`src/rtl/dmem_bridge.sv`:
```
// Data-memory bridge: posted-write FIFO with store-to-load forwarding in front of
// a single-outstanding ready/valid bus. Loads that miss the buffer drain it first.
module dmem_bridge #(
  parameter int ADDR_W   = 32,
  parameter int WB_DEPTH = 2
) (
  input  logic              clk,
  input  logic              reset,
  input  logic              memwrite,
  input  logic              memread,
  input  logic [ADDR_W-1:0] memaddr,
  input  logic [31:0]       memwritedata,
  output logic [31:0]       memreaddata,
  output logic              stall,
  output logic              bus_req,
  output logic              bus_we,
  output logic [ADDR_W-1:0] bus_addr,
  output logic [31:0]       bus_wdata,
  input  logic              bus_ready,
  input  logic [31:0]       bus_rdata
);

  localparam int PTR_W = $clog2(WB_DEPTH);
  localparam int CNT_W = $clog2(WB_DEPTH + 1);
  localparam int WA_W  = ADDR_W - 2;
  localparam logic [CNT_W-1:0] FULL = CNT_W'(WB_DEPTH);

  typedef enum logic [1:0] {
    IDLE    = 2'd0,
    RD_WAIT = 2'd1,
    RD_DONE = 2'd2
  } state_e;

  state_e            state_q, state_d;
  logic [CNT_W-1:0]  count_q, count_d;
  logic [PTR_W-1:0]  rd_ptr_q, rd_ptr_d;
  logic [PTR_W-1:0]  wr_ptr_q, wr_ptr_d;
  logic [31:0]       rdata_q, rdata_d;

  logic [WA_W-1:0]   wb_addr [WB_DEPTH];
  logic [31:0]       wb_data [WB_DEPTH];

  logic [WA_W-1:0]   mem_word;
  logic              is_load;
  logic              hit;
  logic [31:0]       fwd_data;
  logic              drain, push, pop;
  logic              stall_c;
  logic              unused_byte_bits;

  assign mem_word         = memaddr[ADDR_W-1:2];
  assign unused_byte_bits = ^memaddr[1:0];
  // A simultaneous read+write is a store, so it never forwards or starts a read.
  assign is_load          = memread & ~memwrite;

  assign drain = (count_q != '0) && (state_q != RD_WAIT);
  assign pop   = drain && bus_ready;
  // Fullness is judged on the current count; a same-cycle pop does not free a slot.
  assign push  = (state_q == IDLE) && memwrite && (count_q != FULL);

  // Oldest-to-newest scan so the newest matching entry wins.
  always_comb begin
    hit      = 1'b0;
    fwd_data = '0;
    for (int i = 0; i < WB_DEPTH; i++) begin
      if ((CNT_W'(i) < count_q) && (wb_addr[rd_ptr_q + PTR_W'(i)] == mem_word)) begin
        hit      = 1'b1;
        fwd_data = wb_data[rd_ptr_q + PTR_W'(i)];
      end
    end
  end

  // NOTE: every output of this block gets a default first so no latch is inferred.
  always_comb begin
    state_d     = state_q;
    rdata_d     = rdata_q;
    rd_ptr_d    = rd_ptr_q;
    wr_ptr_d    = wr_ptr_q;
    count_d     = count_q;
    stall_c     = 1'b0;
    bus_req     = 1'b0;
    bus_we      = 1'b0;
    bus_addr    = {wb_addr[rd_ptr_q], 2'b00};
    bus_wdata   = wb_data[rd_ptr_q];
    memreaddata = rdata_q;

    if (drain) begin
      bus_req = 1'b1;
      bus_we  = 1'b1;
    end

    case (state_q)
      IDLE: begin
        if (memwrite) begin
          stall_c = (count_q == FULL);
        end else if (is_load) begin
          if (hit) begin
            memreaddata = fwd_data;
          end else begin
            stall_c = 1'b1;
            if (count_q == '0) state_d = RD_WAIT;
          end
        end
      end
      RD_WAIT: begin
        stall_c  = 1'b1;
        bus_req  = 1'b1;
        bus_we   = 1'b0;
        bus_addr = {mem_word, 2'b00};
        if (bus_ready) begin
          rdata_d = bus_rdata;
          state_d = RD_DONE;
        end
      end
      RD_DONE: state_d = IDLE;
      default: state_d = IDLE;
    endcase

    if (push) wr_ptr_d = wr_ptr_q + PTR_W'(1);
    if (pop)  rd_ptr_d = rd_ptr_q + PTR_W'(1);
    case ({push, pop})
      2'b10:   count_d = count_q + CNT_W'(1);
      2'b01:   count_d = count_q - CNT_W'(1);
      default: count_d = count_q;
    endcase
  end

  // Gated so a reset during a stalled load releases the CPU immediately.
  assign stall = stall_c & reset;

  // NOTE: state registers use non-blocking assignments so every flop samples pre-edge values.
  always_ff @(posedge clk or negedge reset) begin
    if (!reset) begin
      state_q  <= IDLE;
      count_q  <= '0;
      rd_ptr_q <= '0;
      wr_ptr_q <= '0;
      rdata_q  <= '0;
    end else begin
      state_q  <= state_d;
      count_q  <= count_d;
      rd_ptr_q <= rd_ptr_d;
      wr_ptr_q <= wr_ptr_d;
      rdata_q  <= rdata_d;
    end
  end

  // NOTE: buffer storage is not reset; an entry is only visible once count covers it.
  always_ff @(posedge clk) begin
    if (push) begin
      wb_addr[wr_ptr_q] <= mem_word;
      wb_data[wr_ptr_q] <= memwritedata;
    end
  end

endmodule

```
`config.mk`:
```
export PLATFORM = sky130hd
export DESIGN_NAME = dmem_bridge
export DESIGN_NICKNAME = d
export VERILOG_FILES = /design/src/rtl/dmem_bridge.sv
export SDC_FILE = /design/constraint.sdc
export NUM_CORES = 1
export LEC_CHECK = 0
export CAP_MARGIN = 30
export CORE_MARGIN = 3
export CORE_UTILIZATION = 45
export CTS_BUF_LIST = sky130_fd_sc_hd__clkbuf_8
export CTS_CLUSTER_DIAMETER = 50
export DETAILED_ROUTE_END_ITERATION = 12
export PLACE_DENSITY = 0.73
export SLEW_MARGIN = 20
export SYNTH_ARGS = -nofsm -noshare
export SYNTH_HDL_FRONTEND = slang
export SYNTH_SLANG_ARGS = --single-unit
```
`constraint.sdc`:
```
create_clock -name clk -period 9.2 [get_ports clk]
set_input_delay 1.84 -clock clk [delete_from_list [all_inputs] [get_ports clk]]
set_output_delay 1.84 -clock clk [all_outputs]
set_load 0.02 [all_outputs]
```
### Word level (Yosys, flattened, before mapping)

Memories as Yosys holds them, arrays and structs flattened.
Index checks and enable logic that the tools add are counted.

* bits in registers: 38
* bits in writable memories: 124
* input port bits: 101
* output and inout bits: 99
* word-level logic and storage cells: 66
* memories: 2

Memory list
* wb_data: depth 2, width 32, read ports 2, clocked after memory_dff 0, wr ports 1, RTL line 41 `logic [31:0] wb_data [WB_DEPTH];`
* wb_addr: depth 2, width 30, read ports 2, clocked after memory_dff 0, wr ports 1, RTL line 40 `logic [WA_W-1:0] wb_addr [WB_DEPTH];`

* add/subtract/negate cells: 4
* magnitude comparators: 2
* eq/ne operators: 13
* multiplexer cells: 25
* bitwise logic cells: 3
* reductions and logical operators: 12

Operators with widths (number)
* 2-to-1 mux 32 bit: 7
* == test 30 bit: 2
* 2-to-1 mux 1 bit: 10
* 2-to-1 mux 2 bit: 5
* inequality test 2 bit (second input constant): 5
* one-hot mux 2 bit (2 select lines): 2
* logical AND 1 bit: 6
* AND reduction 5 bit: 1
* == test 2 x 1 -> 1 bit (second input constant): 2
* == test 2 bit (second input constant): 2
* zero test 2 bit: 2
* less-than comparator 1 x 2 -> 1 bit (first input constant): 2
* inequality test 2 x 1 -> 1 bit (second input constant): 2
* nonzero test 2 bit: 2
* adder 1 bit (second input constant): 2
* adder 2 x 1 -> 2 bit (second input constant): 1
* AND 1 bit: 2
* one-hot mux 1 bit (2 select lines): 1
* AND reduction 2 bit: 1
* subtractor 2 x 1 -> 2 bit (second input constant): 1
* NOT 1 bit: 1

### Longest topological paths before layout

Gate-level depths: netlist (run 1).
An unclocked memory read counts as a cell.

* word-level depth: 10
* mapped depth: 11
* gate-level depth less buffers: 8

### Least setup slack after synthesis (run 1)

OpenSTA, ideal clock, no wires.

* path type: in2out
* start point: input port memaddr[8]
* end point: output port memreaddata[0]
* arrival time: 3.964 ns
* data required time: 7.360 ns
* setup slack: 3.396 ns
* stages on the path: 7
* path buffers: 1
* path through: xnor2_1 > or4_1 > nor4_1 > nand4_1 > a2111oi_4 > buf_6 > mux2_4

* cells in the longest elaborated chain, start to end: 8
* elaborated cells between the ends (all ways): 12
* classes of those cells: 2 x eq/ne; 8 x mux; 2 x reduce/logical

Ends and longest elaborated chain
* from (decl): RTL line 11 `input logic [ADDR_W-1:0] memaddr,`
* == test 30 bit: RTL line 66 `if ((CNT_W'(i) < count_q) && (wb_addr[rd_ptr_q + PTR_W'(i)] == mem_word)) begin`
* logical AND 1 bit: RTL line 66
* 2-to-1 mux 32 bit or 2-to-1 mux 1 bit (tied branches) (2 in series): RTL line 66
* 2-to-1 mux 32 bit *: RTL line 97 `if (hit) begin`
* 2-to-1 mux 32 bit *: RTL line 96 `end else if (is_load) begin`
* 2-to-1 mux 32 bit *: RTL line 94 `if (memwrite) begin`
* 2-to-1 mux 32 bit *: RTL line 92 `case (state_q)`
* to (decl): RTL line 13 `output logic [31:0] memreaddata,`

Mark *: on every way between the ends. The rest lies on a longest branch, timed or not.

### Worst setup path after layout (run 1)

* start point: input port memaddr[24]
* end point: output port memreaddata[11]

The elaborated chain is that of the path after synthesis.

==> summary.txt, run 1 <==
Clock tree
  – TritonCTS Buffers: 17
  – Post-CTS resize count: 0
  – Clk sinks: roughly 160
  – Hold Buf Count CTS: 0
  – CTS root buf: clkbuf_8
  – Clock slew at reported path FFs: ~80 ps
  – H-tree depth: 4
  – # Post-CTS Setup Buffers: 0
  – CTS max path bufs: 2
  – Clk_lat worst skew: around 440 ps
  – CTS tree: built

Layout
  – Share of cells above drive strength 1: 0.1521
  – Multi-input logic area: a little over 4000 um2
  – Flip-flop and latch area: roughly 4700 um2
  – Util after Layout: 0.5895
  – Filler cells: approximately 1.7k
  – Ant. Diodes: 0
  – Final #Nets: 1052
  – Synth-to-layout area growth: 28.24%

Floorplan
  – Die area: approximately 22000 um2
  – Die W: 147.2 um
  – Initial Util: 0.4596
  – Row count: 51
  – Core ar.: 19530 um2
  – # IOs: 200
  – Die height: 147.2 um

Timing
  – Fmax: approximately 0.13 GHz
  – Hold_ws: a little over 500 ps
  – Final period util: 0.8385
  – RSZ-0062 raised after global routing: no
  – Clock Skew: 16.34 ps
  – Max Slew Vio Count: 0
  – Final Critical Period: just under 8000 ps
  – Max_slew headroom: 0.3903
  – Final setup violating endpoints: 0
  – Setup TNS Final: 0 ps
  – Worst-margin pin slew: just over 900 ps
  – Fin. Hold Viols: 0

Job
  – Max Cap Viol: 0

Drt
  – Max layer used: met4
  – M1 WL: slightly below 9 mm
  – DR iter-0 viols: approximately 330
  – Routed vias/inst: ~5.2
  – Drt drc: 0
  – DR pass1 iterations: 5
  – Metal2 WL: 10.83 mm
  – Met3 wire len: roughly 1.2 mm
  – Vias: between 6k and 7k
  – WL final: ~21 mm
  – WL per Instance: around 17 um
  – Antenna Nets Post-Route: 0

Synthesis
  – Yosys top cell area share: 0.4149
  – Sequential share of the synthesized area: 0.5208
  – Netlist cell types: 35
  – Post-synth EDFFs: roughly 120
  – Top post-synthesis cells by area: edfxtp_1, dfrtp_1, mux2i_1
  – FF+latch count, synth: 162
  – Syn Area/Cell: around 12 um2
  – Most frequently used flop master after synthesis: edfxtp_1
  – Post-Synthesis Cells: 771
  – Post-synth ARST share: 0.2346
  – Number of synthesis warnings: 0
  – Cell Area, Synth: between 8000 and 9000 um2
  – Cell taking the most area after synthesis: edfxtp_1

Setup path
  – Worst Path Arrival: 5870 ps
  – Crit-path max FO: 33
  – Reg2Reg Setup Slack: 5820 ps
  – CP delay by family, top: buffers and inverters
  – CP max stage cell: nor4_1
  – Critical Path End Type: output pin
  – Critical-path cell list: clkdlybuf4s50_1, xnor2_1, nor4_1, and4_1, buf_4, nand2_1, a2111oi_4, buf_4, mux2_2, clkdlybuf4s50_1
  – Critical Setup Path Class: input pin to output pin
  – Instance count on the critical path: 10
  – Slowest stage delay, CP: between 500 and 600 ps
  – FF-to-FF End: state_q[0]
  – Worst Path Required: approximately 7400 ps
  – Crit path launch: memaddr[24]
  – CP Capture Point: memreaddata[11]
  – Worst path bufs/invs: 4
  – R2R cell count: 9
  – R2R Path Start: rd_ptr_q
  – CP Launch Type: input pin

GRT
  – Antenna violations before repair: 0
  – Gr ovfl total: 0
  – Largest net degree at the start of global routing: 83
  – Vias in the first global route: about 6.4k
  – Overall Global Routing Usage: 0.1967
  – First-pass GRT wire length: around 34 mm

Outcome
  – Outcome: complete, no violations

Place
  – I/O Buffers: a little under 200
  – GPL Wtd Cong: roughly 0.75
  – Post-detailed-placement half-perimeter wirelength: 14.28 mm

Power
  – Cell Pwr Density: around 310 nW/um2
  – Max VDD drop: 0.1781 mV
  – Total leakage power: approximately 4.4 nW

Hold path
  – Hold Path Class: flip-flop to flip-flop
[metal layers]
metal	vias up	GRT usage
met5	-	0
met1	3082	0.2433
met3	22	0.04349
met2	176	0.3482
met4	0	0.05499
li1	3104	-
[cell type report]
| type | count | share of cell area |
|---|---|---|
| clock buffer | 17 | 0.02033 |
| clock inverter | 15 | 0.01250 |
| inverter | 4 | 0.001304 |
| multi-input combinational | 555 | 0.3536 |
| sequential | 162 | 0.4065 |
| tap | 265 | 0.02881 |
| timing repair buffer | 207 | 0.1770 |
[registers in the layout (all words and copies together) (netlist names)]
signal,cells
rdata_q,32
wb_addr,60
wr_ptr_q,1
state_q,2
wb_data,64
rd_ptr_q,1
count_q,2
[cell usage in the layout (no fill, tap or decap), types with 31 or more instances in the layout]
cell and instances:
mux2_2 34, a22oi_1 32, xnor2_1 47, edfxtp_1 124
dfrtp_1 37, nand2b_1 68, a211oi_1 32, nor2_1 31
a21oi_1 33, mux2i_1 59, clkdlybuf4s50_1 194, nand2_1 100
or2_2 32
[worst min path at each step]
stage,end,start,depth (start not counted)
global route,rdata_q[15],rdata_q[15],1
detailed placement,rdata_q[9],rdata_q[9],1
global placement,rdata_q[11],rdata_q[11],1
floorplan,wr_ptr_q,wr_ptr_q,1
finish,rdata_q[9],rdata_q[9],1
CTS,rdata_q[9],rdata_q[9],1
[kinds of logic (layout without fill, tap and decap cells)]
logic type / Yosys count / after routing / synth area share
other: 1 / 2 / 0.0004178
buffers and inverters: 55 / 243 / 0.02844
AND/OR/NAND/NOR: 262 / 262 / 0.1465
multiplexers: 124 / 124 / 0.1602
adder cells (fa/ha/maj): 4 / 4 / 0.005577
XOR/XNOR: 64 / 64 / 0.06246
AO/OA/AOI/OAI: 99 / 99 / 0.07556
flip-flops: 162 / 162 / 0.5208
[through the flow]
step           setup slack (ps)  instance area [um2]  cells  power (W)
2_1_floorplan              3396                 8979    772   0.002438
3_5_place_dp               1535                11130   1193   0.003162
4_1_cts                    1533                11510   1225   0.003666
6_report                   1486                11510   1225   0.003624
3_3_place_gp               1579                11130   1193   0.003119
5_1_grt                    1291                11510   1225   0.003858
[cell usage after synthesis (2+ instances only)]
library cell	number
or2_2	32
nor4_1	11
buf_4	2
xnor2_1	47
nor2_1	33
buf_6	5
ha_1	4
nand4_1	7
buf_1	6
dfrtp_1	38
nand2b_1	69
mux2_4	30
mux2i_1	59
a211oi_1	32
buf_2	3
a21oi_1	33
inv_1	4
nand2_1	101
edfxtp_1	124
and4_1	2
xor2_1	17
mux2_2	34
clkbuf_1	35
a22oi_1	32
[worst register-to-register path, delay by kind of cell (launching register included)]
kind	cells	cell delay, ps
AOI/OAI and AO/OA	1	60
muxes	1	280
and+or+nand+nor	4	960
buffers and inverters	2	910
DFF	1	970
xor gates and xnor gates	1	90
[power by group]
part | internal, W | switching, W | total [W]
combinational | 0.000968 | 0.000971 | 0.00194
sequential | 0.00103 | 0.000152 | 0.00118
clock | 0.000240 | 0.000262 | 0.000502
total | 0.00224 | 0.00138 | 0.00362
(Power assumes the default switching activity.)
==> inputs of run 2 (changes only) <==
--- a/config.mk
+++ b/config.mk
@@ -11,7 +11,7 @@
 export CTS_BUF_LIST = sky130_fd_sc_hd__clkbuf_8
 export CTS_CLUSTER_DIAMETER = 50
 export DETAILED_ROUTE_END_ITERATION = 12
-export PLACE_DENSITY = 0.73
+export PLACE_DENSITY = 0.75
 export SLEW_MARGIN = 20
 export SYNTH_ARGS = -nofsm -noshare
 export SYNTH_HDL_FRONTEND = slang
==> constraint.sdc (replaced) <==
create_clock -name clk -period 6.7 [get_ports clk]
set_input_delay 1.34 -clock clk [delete_from_list [all_inputs] [get_ports clk]]
set_output_delay 1.34 -clock clk [all_outputs]
set_load 0.02 [all_outputs]
==> run 2 against run 1 <==
Net effect: global-route usage rose by 0.20 points; clock power grew 54%; clock skew down 4.3 ps; sequential power increased by 36%; worst hold slack is essentially flat; combinational power is 39% higher; cell count up 0.41%; sequential share of layout area is 0.37 points lower; register-to-register slack worse by 2200 ps; die area stayed put; setup slack worse by 970 ps; clock-buffer cell count unchanged.
==> summary.txt, run 2 (synthesis results as in run 1) <==
Floorplan
  – Die area: ~22000 um2
  – # IOs: 200
  – Die W: around 150 um
  – Die height: about 150 um
  – Initial Util: 0.4596
  – Row count: 51
  – Core ar.: 19530 um2

Drt
  – WL final: roughly 21 mm
  – DR iter-0 viols: roughly 390
  – WL per Instance: about 17 um
  – Routed vias/inst: 5.169
  – Vias: ~6.4k
  – Drt drc: 0
  – Antenna Nets Post-Route: 0
  – DR pass1 iterations: 6

Timing
  – Clock Skew: 12.04 ps
  – Final setup violating endpoints: 0
  – Setup TNS Final: 0 ps
  – Fmax: approximately 0.16 GHz
  – Hold_ws: just over 500 ps
  – Final Critical Period: 6185 ps
  – Final period util: 0.9231
  – Fin. Hold Viols: 0
  – RSZ-0062 raised after global routing: no
  – Max_slew headroom: 0.3744
  – Worst-margin pin slew: between 900 and 1000 ps
  – Max Slew Vio Count: 0

Setup path
  – Worst Path Arrival: around 4800 ps
  – Critical Setup Path Class: input pin to output pin
  – R2R cell count: 5
  – Reg2Reg Setup Slack: 3670 ps
  – Worst Path Required: roughly 5400 ps
  – Critical Path End Type: output pin
  – FF-to-FF End: wb_data[1][12]
  – CP Capture Point: memreaddata[11]
  – R2R Path Start: count_q[0]
  – CP Launch Type: input pin
  – Crit path launch: memaddr[8]
  – Crit-path max FO: 32

Clock tree
  – Hold Buf Count CTS: 0
  – CTS root buf: clkbuf_8
  – Post-CTS resize count: 0
  – Clock slew at reported path FFs: ~90 ps
  – # Post-CTS Setup Buffers: 0
  – Clk_lat worst skew: approximately 470 ps
  – TritonCTS Buffers: 17
  – CTS max path bufs: 2
  – CTS tree: built
  – Clk sinks: ~160
  – H-tree depth: 4

Layout
  – Reg with most FFs: wb_data
  – Share of cells above drive strength 1: 0.1587
  – Synth-to-layout area growth: 29.43%
  – Util after Layout: 0.5949
  – Final #Nets: around 1.1k
  – Most frequent cells in the layout: clkdlybuf4s50_1, edfxtp_1, nand2_1
  – Most common cell after layout, fill and taps aside: clkdlybuf4s50_1
  – Biggest regs: wb_data x64, wb_addr x60, rdata_q x32
  – Max FFs per register: 64

GRT
  – Largest net degree at the start of global routing: 81
  – Antenna violations before repair: 3
  – Gr ovfl total: 0
  – First-pass GRT wire length: roughly 34 mm
  – Vias in the first global route: 6408
  – Overall Global Routing Usage: 0.1987

Power
  – Total leakage power: ~4.5 nW
  – Max VDD drop: ~0.24 mV
  – Cell Pwr Density: between 400 and 500 nW/um2

Outcome
  – Outcome: complete, no violations

Place
  – GPL Wtd Cong: between 0.7 and 0.8
  – Post-detailed-placement half-perimeter wirelength: around 15 mm
  – I/O Buffers: 195

Hold path
  – Hold Path Class: flip-flop to flip-flop

Job
  – Max Cap Viol: 0
[run 2: area by class of cell]
type	count	area, um2
flip-flops and latches	162	4678
fillers	1624	7910
repair buffers	211	2092
inverters	4	15.01
diodes	1	2.502
well taps	265	331.6
clock buffers	17	234.0
clock inverters	15	193.9
multi-input cells	555	4069
[run 2: critical path, stage by stage]
cell             delay, ps
clkdlybuf4s50_1        530
xnor2_1                180
or4_1                  540
nor4_1                 270
nand4_1                250
a2111oi_4              480
buf_12                 320
mux2_2                 380
clkdlybuf4s50_1        530
[run 2: worst min path at each step]
stage                 from     endpoint  slack, ps  cells after the start
2_1_floorplan     wr_ptr_q     wr_ptr_q        470                      1
3_3_place_gp   rdata_q[11]  rdata_q[11]        480                      1
3_5_place_dp    rdata_q[9]   rdata_q[9]        490                      1
4_1_cts         rdata_q[9]   rdata_q[9]        510                      1
5_1_grt        rdata_q[24]  rdata_q[24]        530                      1
6_report        rdata_q[9]   rdata_q[9]        510                      1
[run 2: power by group]
group / switching (W) / leakage [nW] / internal (W) / total, W
Combinational: 0.00135 / 2.65 / 0.00135 / 0.00270
Clock: 0.000395 / 0.207 / 0.000379 / 0.000774
Sequential: 0.000193 / 1.61 / 0.00141 / 0.00161
[run 2: routing by layer]
metal	share of wire	vias to the layer above	global-route usage
li1	-	3111	-
met1	0.42	3058	0.2491
met2	0.51	154	0.3429
met3	0.049	31	0.04812
met4	0.020	4	0.05918
met5	0.0010	-	0
[run 2: per-stage QoR]
step / instance area (um2) / instances / total power (W) / worst slack [ps]
floorplan: 8979 / 772 / 0.003348 / 1553
global placement: 11170 / 1196 / 0.004285 / 565.4
detailed placement: 11190 / 1197 / 0.004353 / 519.0
CTS: 11610 / 1229 / 0.005129 / 517.2
global route: 11620 / 1230 / 0.005398 / 330.5
finish: 11620 / 1230 / 0.005079 / 515.4
==> inputs of run 3 (changes only) <==
--- a/config.mk
+++ b/config.mk
@@ -7,11 +7,11 @@
 export LEC_CHECK = 0
 export CAP_MARGIN = 30
 export CORE_MARGIN = 3
-export CORE_UTILIZATION = 45
+export CORE_UTILIZATION = 35
 export CTS_BUF_LIST = sky130_fd_sc_hd__clkbuf_8
 export CTS_CLUSTER_DIAMETER = 50
 export DETAILED_ROUTE_END_ITERATION = 12
-export PLACE_DENSITY = 0.75
+export SKIP_CTS_REPAIR_TIMING = 1
 export SLEW_MARGIN = 20
 export SYNTH_ARGS = -nofsm -noshare
 export SYNTH_HDL_FRONTEND = slang
==> run 3 against run 2 <==
Net effect: cell count grew 5.2%; first-iteration DRC count is 23% lower; utilization fell by 12 points; maximum frequency increased by 0.76%; setup slack improved by 47 ps.
==> summary.txt, run 3 (synthesis results as in run 1) <==
Outcome
  – Outcome: complete, no violations

Place
  – GPL Wtd Cong: roughly 0.70
  – I/O Buffers: between 150 and 200
  – Post-detailed-placement half-perimeter wirelength: 15.81 mm
  – Post-placement worst setup slack: 504.0 ps

Timing
  – Final setup violating endpoints: 0
  – Max_slew headroom: 0.5463
  – RSZ-0062 raised after global routing: no
  – Fmax: ~0.16 GHz
  – Setup ws final: about 560 ps
  – Worst-margin pin slew: slightly below 700 ps
  – Final period util: 0.9161
  – Clock Skew: 15.23 ps
  – Fin. Hold Viols: 0
  – Hold_ws: approximately 510 ps
  – Setup TNS Final: 0 ps
  – Max Slew Vio Count: 0
  – Final Critical Period: 6138 ps

Setup path
  – Worst Path Arrival: 4800 ps
  – Worst Path Required: 5360 ps
  – R2R cell count: 5
  – Critical Setup Path Class: input pin to output pin
  – CP Launch Type: input pin
  – FF-to-FF End: wb_addr[0][29]
  – Critical Path End Type: output pin
  – Crit-path max FO: 32
  – R2R Path Start: count_q[0]
  – Reg2Reg Setup Slack: 4010 ps
  – Crit path launch: memaddr[8]
  – CP Capture Point: memreaddata[11]

Floorplan
  – Initial Util: 0.3627
  – Core ar.: around 25000 um2
  – Die height: 166.1 um
  – # IOs: 200
  – Row count: 57
  – Die W: approximately 170 um
  – Die area: 27600 um2

Layout
  – Share of cells above drive strength 1: 0.1629
  – Most common cell after layout, fill and taps aside: clkdlybuf4s50_1
  – Biggest regs: wb_data x64, wb_addr x60, rdata_q x32
  – Final #Nets: around 1.1k
  – Synth-to-layout area growth: 31.00%
  – Ant. Diodes: 0
  – Max FFs per register: 64
  – Most frequent cells in the layout: clkdlybuf4s50_1, edfxtp_1, nand2_1
  – Reg with most FFs: wb_data

GRT
  – Overall Global Routing Usage: 0.1643
  – Vias in the first global route: 6285
  – Largest net degree at the start of global routing: 126
  – Gr ovfl total: 0
  – Antenna violations before repair: 1
  – First-pass GRT wire length: 35.47 mm

Power
  – Tot Pwr: ~0.005 W
  – Total leakage power: roughly 4.5 nW
  – Cell Pwr Density: between 400 and 500 nW/um2
  – Max VDD drop: roughly 0.17 mV

Clock tree
  – CTS max path bufs: 2
  – CTS root buf: clkbuf_8
  – Clk sinks: about 160
  – TritonCTS Buffers: 17
  – Clock slew at reported path FFs: around 90 ps
  – H-tree depth: 4
  – CTS tree: built
  – Clk_lat worst skew: 450 ps

Hold path
  – Hold Path Class: flip-flop to flip-flop
  – Cells on Worst Hold Path: 1

Drt
  – Routed vias/inst: a little under 5
  – DR pass1 iterations: 4
  – Drt drc: 0
  – DR iter-0 viols: 300
  – WL final: approximately 23 mm
  – Vias: about 6.3k
  – Antenna Nets Post-Route: 0
  – WL per Instance: ~18 um

Job
  – Max Cap Viol: 0
-- run 3: final cells by class --
| type | instances | area (um2) |
|---|---|---|
| clock buffers | 19 | 261.5 |
| well taps | 324 | 405.4 |
| multi-input cells | 555 | 4068 |
| inverters | 4 | 15.01 |
| flip-flops and latches | 162 | 4678 |
| fillers | 2276 | 12990 |
| clock inverters | 13 | 125.1 |
| repair buffers | 217 | 2205 |
-- run 3: metal layers --
layer	vias up	wire (um)	global-route usage	share of wire
met1	2995	10320	0.2106	0.45
met3	16	1023	0.04166	0.045
met2	119	11230	0.2812	0.49
met5	-	17	0	0.00075
li1	3133	-	-	-
met4	2	224	0.03725	0.0098
-- run 3: how the worst min path moves through the flow --
stage | slack [ps] | startpoint | end
5_1_grt | 530 | rdata_q[17] | rdata_q[17]
2_1_floorplan | 470 | wr_ptr_q | wr_ptr_q
3_5_place_dp | 490 | rdata_q[28] | rdata_q[28]
3_3_place_gp | 480 | rdata_q[11] | rdata_q[11]
6_report | 510 | count_q[0] | count_q[0]
4_1_cts | 510 | count_q[0] | count_q[0]
-- run 3: critical path, cell delays in order --
cell and delay [ps]:
clkdlybuf4s50_1 530, xnor2_1 180, or4_1 530, nor4_1 270, nand4_1 230, a2111oi_4 470, buf_12 320, mux2_2 370
clkdlybuf4s50_1 540
-- run 3: power by group --
group	internal, W	switching (W)
registers	0.00141	0.000189
logic	0.00139	0.00138
clock network	0.000320	0.000386
-- run 3: per-stage QoR --
stage / instances / area [um2] / util
2_1_floorplan: 772 / 8979 / -
3_3_place_gp: 1258 / 11260 / 0.4550
3_5_place_dp: 1261 / 11340 / 0.4584
4_1_cts: 1293 / 11730 / 0.4740
5_1_grt: 1294 / 11760 / 0.4751
6_report: 1294 / 11760 / 0.4751
